File: config.mk
export PLATFORM = sky130hd
export DESIGN_NAME = pipeline_fetch
export DESIGN_NICKNAME = d
export VERILOG_FILES = /design/src/rtl/psrv32_pkg.sv /design/src/rtl/pipeline_fetch_perf_cnt.sv /design/src/rtl/pipeline_fetch.sv
export SDC_FILE = /design/constraint.sdc
export NUM_CORES = 1
export LEC_CHECK = 0
export BUFFER_PORTS_ARGS = -buffer_cell sky130_fd_sc_hd__buf_2
export CAP_MARGIN = 20
export CORE_UTILIZATION = 50
export DETAILED_ROUTE_END_ITERATION = 8
export GPL_ROUTABILITY_DRIVEN = 0
export PLACE_DENSITY = 0.76
export SYNTH_ARGS = -nofsm -noshare
export SYNTH_HDL_FRONTEND = slang
export SYNTH_SLANG_ARGS = --single-unit
File: constraint.sdc
create_clock -name clk_i -period 2.1 [get_ports clk_i]
set_input_delay 0.21 -clock clk_i [delete_from_list [all_inputs] [get_ports clk_i]]
set_output_delay 0.21 -clock clk_i [all_outputs]
set_load 0.005 [all_outputs]
File: src/rtl/psrv32_pkg.sv
// Shared fetch-stage types and constants for the psrv32 core.
package psrv32_pkg;
  localparam int XLEN        = 32;
  localparam int INSTR_BYTES = 4;

  localparam logic [XLEN-1:0] DEFAULT_RESET_PC = 32'h0000_0000;

  typedef enum logic [1:0] {
    FETCH_REQ  = 2'd0,
    FETCH_WAIT = 2'd1,
    FETCH_HOLD = 2'd2
  } fetch_state_e;

  // One fetched instruction together with the address it came from
  typedef struct packed {
    logic [XLEN-1:0] instr;
    logic [XLEN-1:0] pc;
  } fetch_slot_t;

  function automatic logic [XLEN-1:0] word_align(input logic [XLEN-1:0] a);
    return a & ~(XLEN'(INSTR_BYTES - 1));
  endfunction
endpackage

File: src/rtl/pipeline_fetch_perf_cnt.sv
// Fetch-stage performance counters: instructions delivered and stalled-valid cycles.
module pipeline_fetch_perf_cnt
  import psrv32_pkg::*;
(
  input  logic            clk_i,
  input  logic            rst_ni,
  input  logic            fetch_inc_i,
  input  logic            stall_inc_i,
  output logic [XLEN-1:0] fetch_count_o,
  output logic [XLEN-1:0] stall_count_o
);
  always_ff @(posedge clk_i or negedge rst_ni) begin
    if (!rst_ni) begin
      fetch_count_o <= '0;
      stall_count_o <= '0;
    end else begin
      if (fetch_inc_i) fetch_count_o <= fetch_count_o + XLEN'(1);
      if (stall_inc_i) stall_count_o <= stall_count_o + XLEN'(1);
    end
  end
endmodule

File: src/rtl/pipeline_fetch.sv
// Single-outstanding instruction fetch stage with hold buffer and branch redirect.
// Optional counters enabled by defining PSRV32_FETCH_PERF_CNT_EN.
module pipeline_fetch
  import psrv32_pkg::*;
#(
  parameter logic [XLEN-1:0] RESET_PC = DEFAULT_RESET_PC
) (
  input  logic            clk_i,
  input  logic            rst_ni,
  input  logic            stall_i,
  input  logic            branch_taken_i,
  input  logic [XLEN-1:0] branch_target_i,
  output logic            imem_req_o,
  output logic [XLEN-1:0] imem_addr_o,
  input  logic            imem_gnt_i,
  input  logic            imem_rvalid_i,
  input  logic [XLEN-1:0] imem_rdata_i,
  output logic [XLEN-1:0] instruction_o,
  output logic [XLEN-1:0] pc_o,
  output logic            valid_o
`ifdef PSRV32_FETCH_PERF_CNT_EN
  ,
  output logic [XLEN-1:0] fetch_count_o,
  output logic [XLEN-1:0] stall_count_o
`endif
);
  fetch_state_e    state_q, state_d;
  logic [XLEN-1:0] pc_q, pc_d;
  logic [XLEN-1:0] req_pc_q, req_pc_d;
  logic            drop_q, drop_d;
  fetch_slot_t     hold_q, hold_d;
  fetch_slot_t     out_q, out_d;
  logic            valid_q, valid_d;
  logic            out_free;
  fetch_slot_t     resp_slot;

  assign out_free  = !valid_q || !stall_i;
  assign resp_slot = '{instr: imem_rdata_i, pc: req_pc_q};

  always_ff @(posedge clk_i or negedge rst_ni) begin
    if (!rst_ni) begin
      state_q  <= FETCH_REQ;
      pc_q     <= RESET_PC;
      req_pc_q <= '0;
      drop_q   <= 1'b0;
      hold_q   <= '0;
      out_q    <= '0;
      valid_q  <= 1'b0;
    end else begin
      state_q  <= state_d;
      pc_q     <= pc_d;
      req_pc_q <= req_pc_d;
      drop_q   <= drop_d;
      hold_q   <= hold_d;
      out_q    <= out_d;
      valid_q  <= valid_d;
    end
  end

  always_comb begin
    state_d  = state_q;
    pc_d     = pc_q;
    req_pc_d = req_pc_q;
    drop_d   = drop_q;
    hold_d   = hold_q;
    out_d    = out_q;
    valid_d  = valid_q;
    // Decode consumed the current word; it disappears unless replaced below
    if (!stall_i) valid_d = 1'b0;

    unique case (state_q)
      FETCH_REQ: begin
        if (imem_gnt_i) begin
          req_pc_d = pc_q;
          pc_d     = pc_q + XLEN'(INSTR_BYTES);
          state_d  = FETCH_WAIT;
        end
      end
      FETCH_WAIT: begin
        if (imem_rvalid_i) begin
          state_d = FETCH_REQ;
          drop_d  = 1'b0;
          if (!drop_q) begin
            if (out_free) begin
              out_d   = resp_slot;
              valid_d = 1'b1;
            end else begin
              hold_d  = resp_slot;
              state_d = FETCH_HOLD;
            end
          end
        end
      end
      FETCH_HOLD: begin
        if (!stall_i) begin
          out_d   = hold_q;
          valid_d = 1'b1;
          state_d = FETCH_REQ;
        end
      end
      default: state_d = FETCH_REQ;
    endcase

    // Redirect beats stall; a response still in flight must be swallowed first
    if (branch_taken_i) begin
      out_d   = out_q;
      hold_d  = hold_q;
      valid_d = 1'b0;
      pc_d    = word_align(branch_target_i);
      if ((state_q == FETCH_REQ && imem_gnt_i) ||
          (state_q == FETCH_WAIT && !imem_rvalid_i)) begin
        state_d = FETCH_WAIT;
        drop_d  = 1'b1;
      end else begin
        state_d = FETCH_REQ;
        drop_d  = 1'b0;
      end
    end
  end

  assign imem_req_o    = rst_ni && (state_q == FETCH_REQ);
  assign imem_addr_o   = pc_q;
  assign instruction_o = out_q.instr;
  assign pc_o          = out_q.pc;
  assign valid_o       = valid_q;

`ifdef PSRV32_FETCH_PERF_CNT_EN
  // A new word lands in the output exactly when valid is set while the slot is free
  logic fetch_inc;
  assign fetch_inc = valid_d && out_free;

  pipeline_fetch_perf_cnt u_perf_cnt (
    .clk_i         (clk_i),
    .rst_ni        (rst_ni),
    .fetch_inc_i   (fetch_inc),
    .stall_inc_i   (stall_i && valid_q),
    .fetch_count_o (fetch_count_o),
    .stall_count_o (stall_count_o)
  );
`endif
endmodule

== Word-level counts from Yosys, hierarchy flattened ==
Cells that the tools add are included.

* Output and inout bits: 98
* Logic and storage cells: 69
* Register bits: 196

* Add/subtract/negate cells: 1
* Equal/unequal tests: 9
* Reductions and logical operators: 20
* Muxes and demuxes: 27
* Bitwise operators: 3

{| class="wikitable"
|+ Operators with widths
! kind !! number
|-
| $mux 64 || 4
|-
| $pmux 64 s2 || 1
|-
| $mux 32 || 3
|-
| $add 32x3->32 const B || 1
|-
| $mux 2 || 6
|-
| $mux 1 || 11
|-
| $reduce_bool 2->1 || 5
|-
| $ne 3x3->1 const B || 3
|-
| $ne 2x2->1 const B || 4
|-
| $pmux 2 s3 || 1
|-
| $reduce_and 2->1 || 3
|-
| $reduce_and 6->1 || 1
|-
| $reduce_and 5->1 || 1
|-
| $logic_and 1x1->1 || 3
|-
| $logic_not 1->1 || 3
|-
| $not 1->1 || 3
|-
| $reduce_and 3->1 || 1
|-
| $eq 2x1->1 const B || 1
|-
| $eq 2x2->1 const B || 1
|-
| $logic_not 2->1 || 1
|-
| $logic_or 1x1->1 || 2
|-
| $pmux 1 s2 || 1
|}

== Longest topological paths before layout ==
Gate-level depths: netlist (run 1).

* Depth in word-level cells: 7
* Mapped depth: 7

== Least setup slack after synthesis (run 1) ==
No wires, ideal clock.

* Path kind: register to register
* Start: register state_q[0]
* End: register out_q (netlist bit instruction_o[0])
* Path slack: 0.028 ns
* Cell stages (with the launch flop): 7
* Path buffers: 2
* Period minus slack after synthesis: 2.072 ns
* Setup time: 0.125 ns
* Arrival time: 1.947 ns
* Path through: dfrtp_1 -> inv_1 -> ha_1 -> buf_1 -> clkbuf_1 -> mux2_2 -> mux2_2

* Longest elaborated chain between the ends: 3

{| class="wikitable"
|+ RTL lines
! item !! line !! source
|-
| from (decl) || pipeline_fetch.sv:27 || <nowiki>fetch_state_e state_q, state_d;</nowiki>
|-
| from (signal assigned) || pipeline_fetch.sv:50 || <nowiki>state_q <= state_d;</nowiki>
|-
| $eq 2x1->1 or $eq 2x2->1 (tied branches) || pipeline_fetch.sv:71 || <nowiki>unique case (state_q)</nowiki>
|-
| $ne 2x2->1 (no line) or $reduce_bool 2->1 (tied branches) || - ||
|-
| $reduce_and 6->1 (no line) || - ||
|-
| to (signal assigned) || pipeline_fetch.sv:55 || <nowiki>out_q <= out_d;</nowiki>
|-
| to (decl) || pipeline_fetch.sv:32 || <nowiki>fetch_slot_t out_q, out_d;</nowiki>
|}

Parallel ways exist; a longest one is shown, timed or not.
A chain may end at the register's enable or synchronous reset.

== Final worst setup path (run 1) ==
* Start: register pc_q[5] (netlist: imem_addr_o[5])
* End: register pc_q[25] (netlist: imem_addr_o[25])

* Longest elaborated chain between the ends: 4

{| class="wikitable"
|+ RTL lines
! item !! line !! source
|-
| from (decl) || pipeline_fetch.sv:28 || <nowiki>logic [XLEN-1:0] pc_q, pc_d;</nowiki>
|-
| from (signal assigned) || pipeline_fetch.sv:51 || <nowiki>pc_q <= pc_d;</nowiki>
|-
| $add 32x3->32 || pipeline_fetch.sv:75 || <nowiki>pc_d = pc_q + XLEN'(INSTR_BYTES);</nowiki>
|-
| $mux 32 || pipeline_fetch.sv:73 || <nowiki>if (imem_gnt_i) begin</nowiki>
|-
| $mux 32 || pipeline_fetch.sv:71 ||
|-
| $mux 32 || pipeline_fetch.sv:105 || <nowiki>if (branch_taken_i) begin</nowiki>
|}

Every way passes these cells. The select of a mux whose other input is x is not followed.

==> results of run 1 <==
==> cells in the final DEF, fill, tap and decap left out, drive strengths merged <==
| cell | n |
|---|---|
| xnor2 | 7 |
| clkinvlp | 5 |
| nand2 | 119 |
| bufinv | 2 |
| o21ai | 21 |
| a21oi | 2 |
| nand2b | 2 |
| o21a | 2 |
| nand4 | 10 |
| clkbuf | 21 |
| buf | 195 |
| dfrtp | 188 |
| mux2i | 2 |
| and4 | 8 |
| nor3b | 2 |
| mux2 | 186 |
| o31ai | 6 |
| a31oi | 11 |
| nor2 | 15 |
| o31a | 2 |
| ha | 4 |
| nand3 | 16 |
| dlygate4sd3 | 15 |
| xor2 | 5 |
| clkinv | 4 |
| o211ai | 5 |
| conb | 4 |
| nor2b | 4 |
| nor3 | 5 |
| and2 | 3 |
| or3 | 5 |
| and3 | 4 |
| inv | 9 |
| o32a | 1 |
| or4 | 12 |
| a221oi | 3 |
| nor4 | 2 |
==> path summary, 6_finish.rpt <==
check / to / slack (ns)
max in group asynchronous: hold_q[37] / 1.11
min in group asynchronous: imem_addr_o[10] / 0.21
worst max-delay path: imem_addr_o[25] / 0.07
worst min-delay path: imem_addr_o[10] / 0.02
worst min register to register: req_pc_q[20] / 0.49
worst max register to register: imem_addr_o[25] / 0.07
==> layout make-up <==
type	count	area (um^2)	share of cell area
Clock inverter	13	143	0.0135
Tap cell	220	275	0.0260
Multi-Input combinational cell	468	3640	0.344
Clock buffer	18	429	0.0406
Timing Repair Buffer	213	1360	0.129
Sequential cell	188	4700	0.445
Inverter	7	26.3	0.00248
==> state kept, by name (all words and copies together), names as in the netlist <==
name and flops:
imem_addr_o 30, hold_q 62, instruction_o 32, drop_q 1
req_pc_q 30, pc_o 30, valid_o 1, state_q 2
==> kinds of logic (layout without fill, tap and decap cells) <==
logic type / Yosys count / after routing / synth area share
XOR/XNOR: 12 / 12 / 0.0123
AND/OR/NAND/NOR: 207 / 207 / 0.115
buffers and inverters: 50 / 251 / 0.0262
multiplexers: 188 / 188 / 0.248
AO/OA/AOI/OAI: 53 / 53 / 0.0394
other: 1 / 4 / 0.000440
flip-flops: 188 / 188 / 0.552
adder cells (fa/ha/maj): 4 / 4 / 0.00588
==> critical path: stages, from the launching register on <==
cell	delay (ns)
dfrtp_1	0.39
nand4_4	0.13
or4_1	0.55
buf_4	0.20
or4_1	0.51
a31oi_1	0.16
==> metrics by stage <==
step	worst slack (ns)	TNS, ns
6_report	0.0710	0
2_1_floorplan	0.0281	0
4_1_cts	0.00899	0
3_3_place_gp	0.0587	0
5_1_grt	-0.0659	-0.587
3_5_place_dp	0.0298	0
==> power by group through the flow <==
stage | logic, uW | clock network, uW | registers [uW]
floorplan | 1630 | 0 | 5370
global placement | 2900 | 0 | 5350
detailed placement | 2980 | 0 | 5400
CTS | 3020 | 3220 | 5340
global route | 3330 | 3360 | 5490
finish | 3030 | 3140 | 5340
==> repair_timing <==
item | in CTS | in global routing
endpoints found under the setup margin | 0 | 80
hold buffers | 15 | 0
resized for setup | 0 | 5
buffers inserted | 0 | 2
hold endpoints to repair | 34 | 0
==> layer usage <==
metal,global-route usage,vias to the layer above,wire length [um],part of all wire
met5,0,-,0,0
met4,0.0811,0,345,0.018
met3,0.0429,24,835,0.044
met2,0.385,163,9680,0.51
met1,0.280,3045,8290,0.43
li1,-,2855,-,-
==> reports/metrics.cfg, run 1 <==
[setup_path]
ff2ff_path_depth = 5
crit_fanout = 16
crit_type = register to register
startpoint_type = register
worstPathRequired_ns = 2.45
crit_start = imem_addr_o[5]
arrival_ns = 2.38
end_kind = register
regToRegStartpoint = imem_addr_o[5]

[route]
drt_iter0_drc = 360
finalWirelength_um = 19200
num_vias = 6087
firstDrtPassIters = 6
wire_per_inst_um = 17.0
drc = 0
via_per_inst = 5.40
detail-route-antenna-nets = 0

[floorplanning]
design.core.area_um2 = 16600
initial_core_util = 0.514
die_w_um = 133
io_pins = 168
die_area_um2 = 17600
rows = 47
die_h_um = 133

[worst_hold_path]
hold_start = branch_target_i[10]
hold_class = primary input to register
min_path_cells = 3

[pwr]
seqPwrFrac = 0.464
total_leakage_power_uw = 0.00504
irDropWorstVdd_v = 0.000591
clkPwrFrac = 0.273
netSwitchingPower_uw = 3360
intPower_uw = 8150
power_density_nw_per_um2 = 1090
combPwrFrac = 0.263
p_total_uw = 11500
swShare = 0.292

[cts]
cts_buffers = 17
cts_max_path_buffers = 2
clk_pin_slew_worst_paths_ns = 0.07
htreeDepth = 4
clock_latency_ns = 0.43
cts_tree = yes
cts.sinks = 188
root_buffer = clkbuf_16

[logic_synthesis]
yosysTopAreaCellShare = 0.552
ys_seq_area_frac = 0.552
synth_area_um2 = 8520
yosysUniqueCellTypes = 40
synth_ff_type = dfrtp_1
synth_area_leaders = dfrtp_1, mux2_2, nand2_1, clkbuf_1, o21ai_0
yosysWarnings = 0
yosysTopAreaCell = dfrtp_1
synth_seq_cells = 188
synth_edf_count = 0
synth_cells = 703
synth_common_cells = dfrtp_1, mux2_2, nand2_1
async_flop_share = 1.00
avgSynthCellArea_um2 = 12.1
synth_most_common_cell = dfrtp_1

[placed_design]
place_inst = 1077
numPortBuffers = 161
placed_area_um2 = 9750
dp_hpwl_um = 12500

[cells_and_area]
layout-drive-gt1-share = 0.465
final_area_um2 = 10600
antenna_cells = 0
final_core_util = 0.638
fillers = 1333
area_growth_pct = 24.2
fin_nets = 969
fin_cells = 1127

[sta]
clock_skew_ns = 0.0114
period_share = 0.966
holdWs_ns = 0.0174
fmax_mhz = 493
slew_viol_final = 0
rsz0062_at_grt = true
setup_viol = 0
min_period_ns = 2.03
worst_slew_pin_slew_ns = 0.519
slew_headroom = 0.654
hold_viol = 0

[global_routing]
overflow = 0
grt_max_degree = 88
grt_usage = 0.223
grt_pass1_wl_um = 30800
antenna_found_initial = 0
grt_pass1_vias = 6175

[status]
status = finished, final reports clean

[job]
maxCapViolations = 0

No activity file was read; power rests on OpenSTA's default activity.
==> run 2, diff against run 1 <==
- PLACE_DENSITY: 0.76 -> 0.72
==> run 2 against run 1 <==
Compared with the run above:
- maximum frequency increased by 1.9%
- combinational power decreased by 2%
- total power decreased by 2.4%
- worst setup slack improved by 0.038 ns
- worst hold slack got worse by 0.0082 ns
- sequential power about the same
- critical path depth increased by 1
- critical endpoint is now hold_q[55]
- largest cell class unchanged
- largest power group unchanged
==> reports/metrics.cfg, run 2 (synthesis results as in run 1) <==
[cts]
clock_latency_ns = 0.42
cts_buffers = 17
clk_pin_slew_worst_paths_ns = 0.07
cts_max_path_buffers = 2
cts.sinks = 188
htreeDepth = 4
root_buffer = clkbuf_16
cts_tree = yes
cts_setup_buffers = 0

[setup_path]
worstPathRequired_ns = 2.40
startpoint_type = register
crit_chain = inv_1, ha_1, nor3b_2, and3_2, buf_12, mux2_2
path_buf_inv = 2
cp_top_family = simple AND/OR/NAND/NOR gates
cpPeakStageDelay_ns = 0.40
crit_type = register to register
crit_fanout = 35
worst_path_max_delay_cell = dfrtp_1
end_kind = register
arrival_ns = 2.29

[pwr]
irDropWorstVdd_v = 0.000712
p_total_uw = 11200
power_density_nw_per_um2 = 1080
total_leakage_power_uw = 0.00498

[route]
via_per_inst = 5.38
finalWirelength_um = 18700
num_vias = 6014
firstDrtPassIters = 4
drc = 0
detail-route-antenna-nets = 0
drt_iter0_drc = 268
wire_per_inst_um = 16.7

[placed_design]
place_inst = 1079
dp_hpwl_um = 12700
numPortBuffers = 161
placed_area_um2 = 9780

[worst_hold_path]
hold_class = primary input to register

[sta]
holdWs_ns = 0.00918
rsz0062_at_grt = false
clock_skew_ns = 0.00912
worst_slew_pin_slew_ns = 0.512
setup_viol = 0
fmax_mhz = 502
period_share = 0.948
min_period_ns = 1.99
slew_viol_final = 0
hold_viol = 0
slew_headroom = 0.659

[cells_and_area]
fin_nets = 960
layout_common_cells = dfrtp_1, mux2_2, buf_2
fin_cells = 1117
final_common_cell = dfrtp_1
antenna_cells = 0
top_register = hold_q
largest_reg_flops = 62
final_area_um2 = 10400
layout-drive-gt1-share = 0.466
area_growth_pct = 22.2
final_core_util = 0.628

[floorplanning]
design.core.area_um2 = 16600
die_w_um = 133
die_area_um2 = 17600
rows = 47
io_pins = 168
initial_core_util = 0.514
die_h_um = 133

[status]
status = finished, final reports clean

[job]
maxCapViolations = 0

[global_routing]
grt_pass1_vias = 6155
grt_usage = 0.224
grt_pass1_wl_um = 30800
grt_max_degree = 96
overflow = 0
antenna_found_initial = 0

run 2: cell count changes in the layout (fill, tap and decap cells not counted), moves of 3 or more:
cell	previous run	this run
inv_6	3	0
dlygate4sd3_1	15	8
clkbuf_8	1	5
clkbuf_1	1	4
run 2: layer usage:
layer  vias to the layer above  track usage  part of all wire
met5                         -            0                 0
met4                         0       0.0613            0.0091
met3                        12       0.0536             0.047
met2                       122        0.380              0.51
met1                      3036        0.286              0.43
li1                       2844            -                 -
run 2: worst register-to-register path: stages, from the launching register on:
cell and delay, ns:
dfrtp_1 0.40, inv_1 0.09, ha_1 0.25, nor3b_2 0.25, and3_2 0.28, buf_12 0.25
mux2_2 0.37
run 2: path summary, 6_finish.rpt:
path,from,to,slack [ns],depth (start not counted)
setup / recovery,state_q[1],hold_q[55],0.11,6
hold / removal,branch_target_i[11],imem_addr_o[11],0.009,3
setup reg to reg,state_q[1],hold_q[55],0.11,6
hold reg to reg,req_pc_q[9],req_pc_q[9],0.49,2
max in group asynchronous,rst_ni,imem_addr_o[9],1.05,3
min in group asynchronous,rst_ni,instruction_o[8],0.26,2
run 2: metrics by stage:
| step | TNS (ns) | setup slack, ns |
|---|---|---|
| after floorplan | 0 | 0.0281 |
| after global placement | 0 | 0.104 |
| after detailed placement | -0.00410 | -0.00410 |
| after CTS | 0 | 0.0303 |
| after global routing | 0 | 0.00239 |
| final | 0 | 0.109 |
run 2: final cells by class:
cell class	instances	area, um^2
Tap cell	220	275
Timing Repair Buffer	204	1240
Inverter	7	26.3
Fill cell	1351	6180
Sequential cell	188	4700
Multi-Input combinational cell	468	3620
Clock buffer	25	495
Clock inverter	5	36.3
run 2: where the power goes:
part           leakage [uW]  internal [uW]  switching, uW  total [uW]
Combinational       0.00233           1650           1310        2960
Clock              0.000251           1630           1300        2930
Sequential          0.00240           4710            640        5350
run 2: timing repair:
item                                    in CTS  in global routing
endpoints found under the hold margin       39                  0
hold buffers                                 8                  0
endpoints found under the setup margin       1                 69
gates resized for setup                      1                  3
==> run 3, diff against run 2 <==
- CORE_UTILIZATION: 50 -> 54
- PLACE_DENSITY: 0.72 -> 0.74
- clock period: 2.1 -> 2 ns (I/O delays scaled with it)
==> run 3 against run 2 <==
Compared with the run above:
- wire length grew 5.9%
- cell count grew 1.7%
- sequential share of layout area shrank 1.5 points
- die area shrank 7.3%
- combinational power grew 8.4%
==> reports/metrics.cfg, run 3 (synthesis results as in run 1) <==
[route]
finalWirelength_um = 19800
drc = 0
firstDrtPassIters = 4
wire_per_inst_um = 17.4
num_vias = 6267
drt_iter0_drc = 344
via_per_inst = 5.52
detail-route-antenna-nets = 0

[sta]
rsz0062_at_grt = true
min_period_ns = 1.97
period_share = 0.984
fin_tns_setup_ns = 0
fmax_mhz = 508
slew_viol_final = 0
slew_headroom = 0.619
setup_viol = 0
hold_viol = 0
worst_slew_pin_slew_ns = 0.572
clock_skew_ns = 0.00992
fin_ws_ns = 0.0321

[setup_path]
ff2ff_path_depth = 8
end_kind = register
worst_path_max_delay_cell = dfrtp_1
crit_type = register to register
startpoint_type = register
cpPeakStageDelay_ns = 0.40
r2r-end = pc_o[11]
crit_fanout = 10
crit_chain = buf_4, ha_4, o21ai_2, a31oi_2, nor2_4, buf_4, buf_4, mux2_2
crit_top_cell = buf_4
arrival_ns = 2.28
regToRegStartpoint = state_q[1]
rrSetupSlack_ns = 0.03
worstPathRequired_ns = 2.31

[cells_and_area]
seqCellArea_um2 = 4700
fin_nets = 986
fin_cells = 1136
fillers = 1120
top_register = hold_q
antenna_cells = 0
layout_common_cells = dfrtp_1, mux2_2, buf_2
area_growth_pct = 26.5
largest_reg_flops = 62
multi_input_area_um2 = 3680
layout-drive-gt1-share = 0.484
final_common_cell = dfrtp_1

[worst_hold_path]
min_path_cells = 3
hold_start = branch_target_i[5]
hold_path_end = imem_addr_o[5]
hold_class = primary input to register

[global_routing]
grt_pass1_vias = 6412
grt_usage = 0.245
grt_pass1_wl_um = 30900
overflow = 0
grt_max_degree = 107
antenna_found_initial = 0

[job]
maxCapViolations = 0

[floorplanning]
die_area_um2 = 16300
initial_core_util = 0.556
rows = 45
io_pins = 168
die_w_um = 128
die_h_um = 128
design.core.area_um2 = 15300

[status]
status = finished, final reports clean

[cts]
htreeDepth = 4
cts.sinks = 188
cts_tree = yes
cts_max_path_buffers = 2
cts_buffers = 17
clock_latency_ns = 0.42
root_buffer = clkbuf_16
clk_pin_slew_worst_paths_ns = 0.06

[placed_design]
dp_hpwl_um = 13000
place_ws_ns = -0.0375
numPortBuffers = 161
place_inst = 1073

[pwr]
p_total_uw = 12200
irDropWorstVdd_v = 0.000680
power_density_nw_per_um2 = 1130
total_leakage_power_uw = 0.00517

run 3: worst max path at each step:
stage	start	to	depth (start not counted)
finish	state_q[1]	pc_o[11]	8
global placement	state_q[1]	hold_q[53]	6
CTS	state_q[0]	imem_addr_o[22]	6
global route	state_q[1]	pc_o[9]	8
floorplan	state_q[0]	instruction_o[0]	7
detailed placement	state_q[1]	hold_q[55]	6
run 3: through the flow:
stage,hold slack (ns),area [um^2],util
after floorplan,-0.0956,8540,-
after global placement,0.138,9780,0.638
final,0.0116,10800,0.703
after detailed placement,0.142,9780,0.638
after CTS,0.00187,10500,0.686
after global routing,0.00996,10800,0.703
run 3: final cells by class:
class | count | share of cell area
Clock buffer | 22 | 0.0431
Inverter | 7 | 0.00244
Timing Repair Buffer | 230 | 0.141
Multi-Input combinational cell | 468 | 0.341
Tap cell | 211 | 0.0245
Clock inverter | 10 | 0.0106
Sequential cell | 188 | 0.437
run 3: timing repair:
item,4_1_cts,5_1_grt
hold buffers,15,0
endpoints found under the setup margin,38,108
gates resized for setup,1,18
pin swaps,0,3
endpoints found under the hold margin,53,0
cloned,0,4
setup buffers,0,12
run 3: critical path: cells and delay by family (launching register included):
kind                     cells  cell delay [ns]
AND/OR/NAND/NOR              1             0.18
buffers and inverters        3             0.46
adder cells (fa/ha/maj)      1             0.18
AO/OA/AOI/OAI                2             0.30
flip-flops                   1             0.40
multiplexers                 1             0.35
run 3: where the power goes:
| group | internal (uW) | leakage, uW | switching [uW] |
|---|---|---|---|
| registers | 4950 | 0.00240 | 734 |
| logic | 1800 | 0.00249 | 1410 |
| clock network | 1910 | 0.000285 | 1380 |
| total | 8660 | 0.00517 | 3530 |
run 3: routing by layer:
layer	wire, um	track usage
met1	8060	0.294
met2	10500	0.432
met3	869	0.0582
met5	0	0
met4	363	0.0844
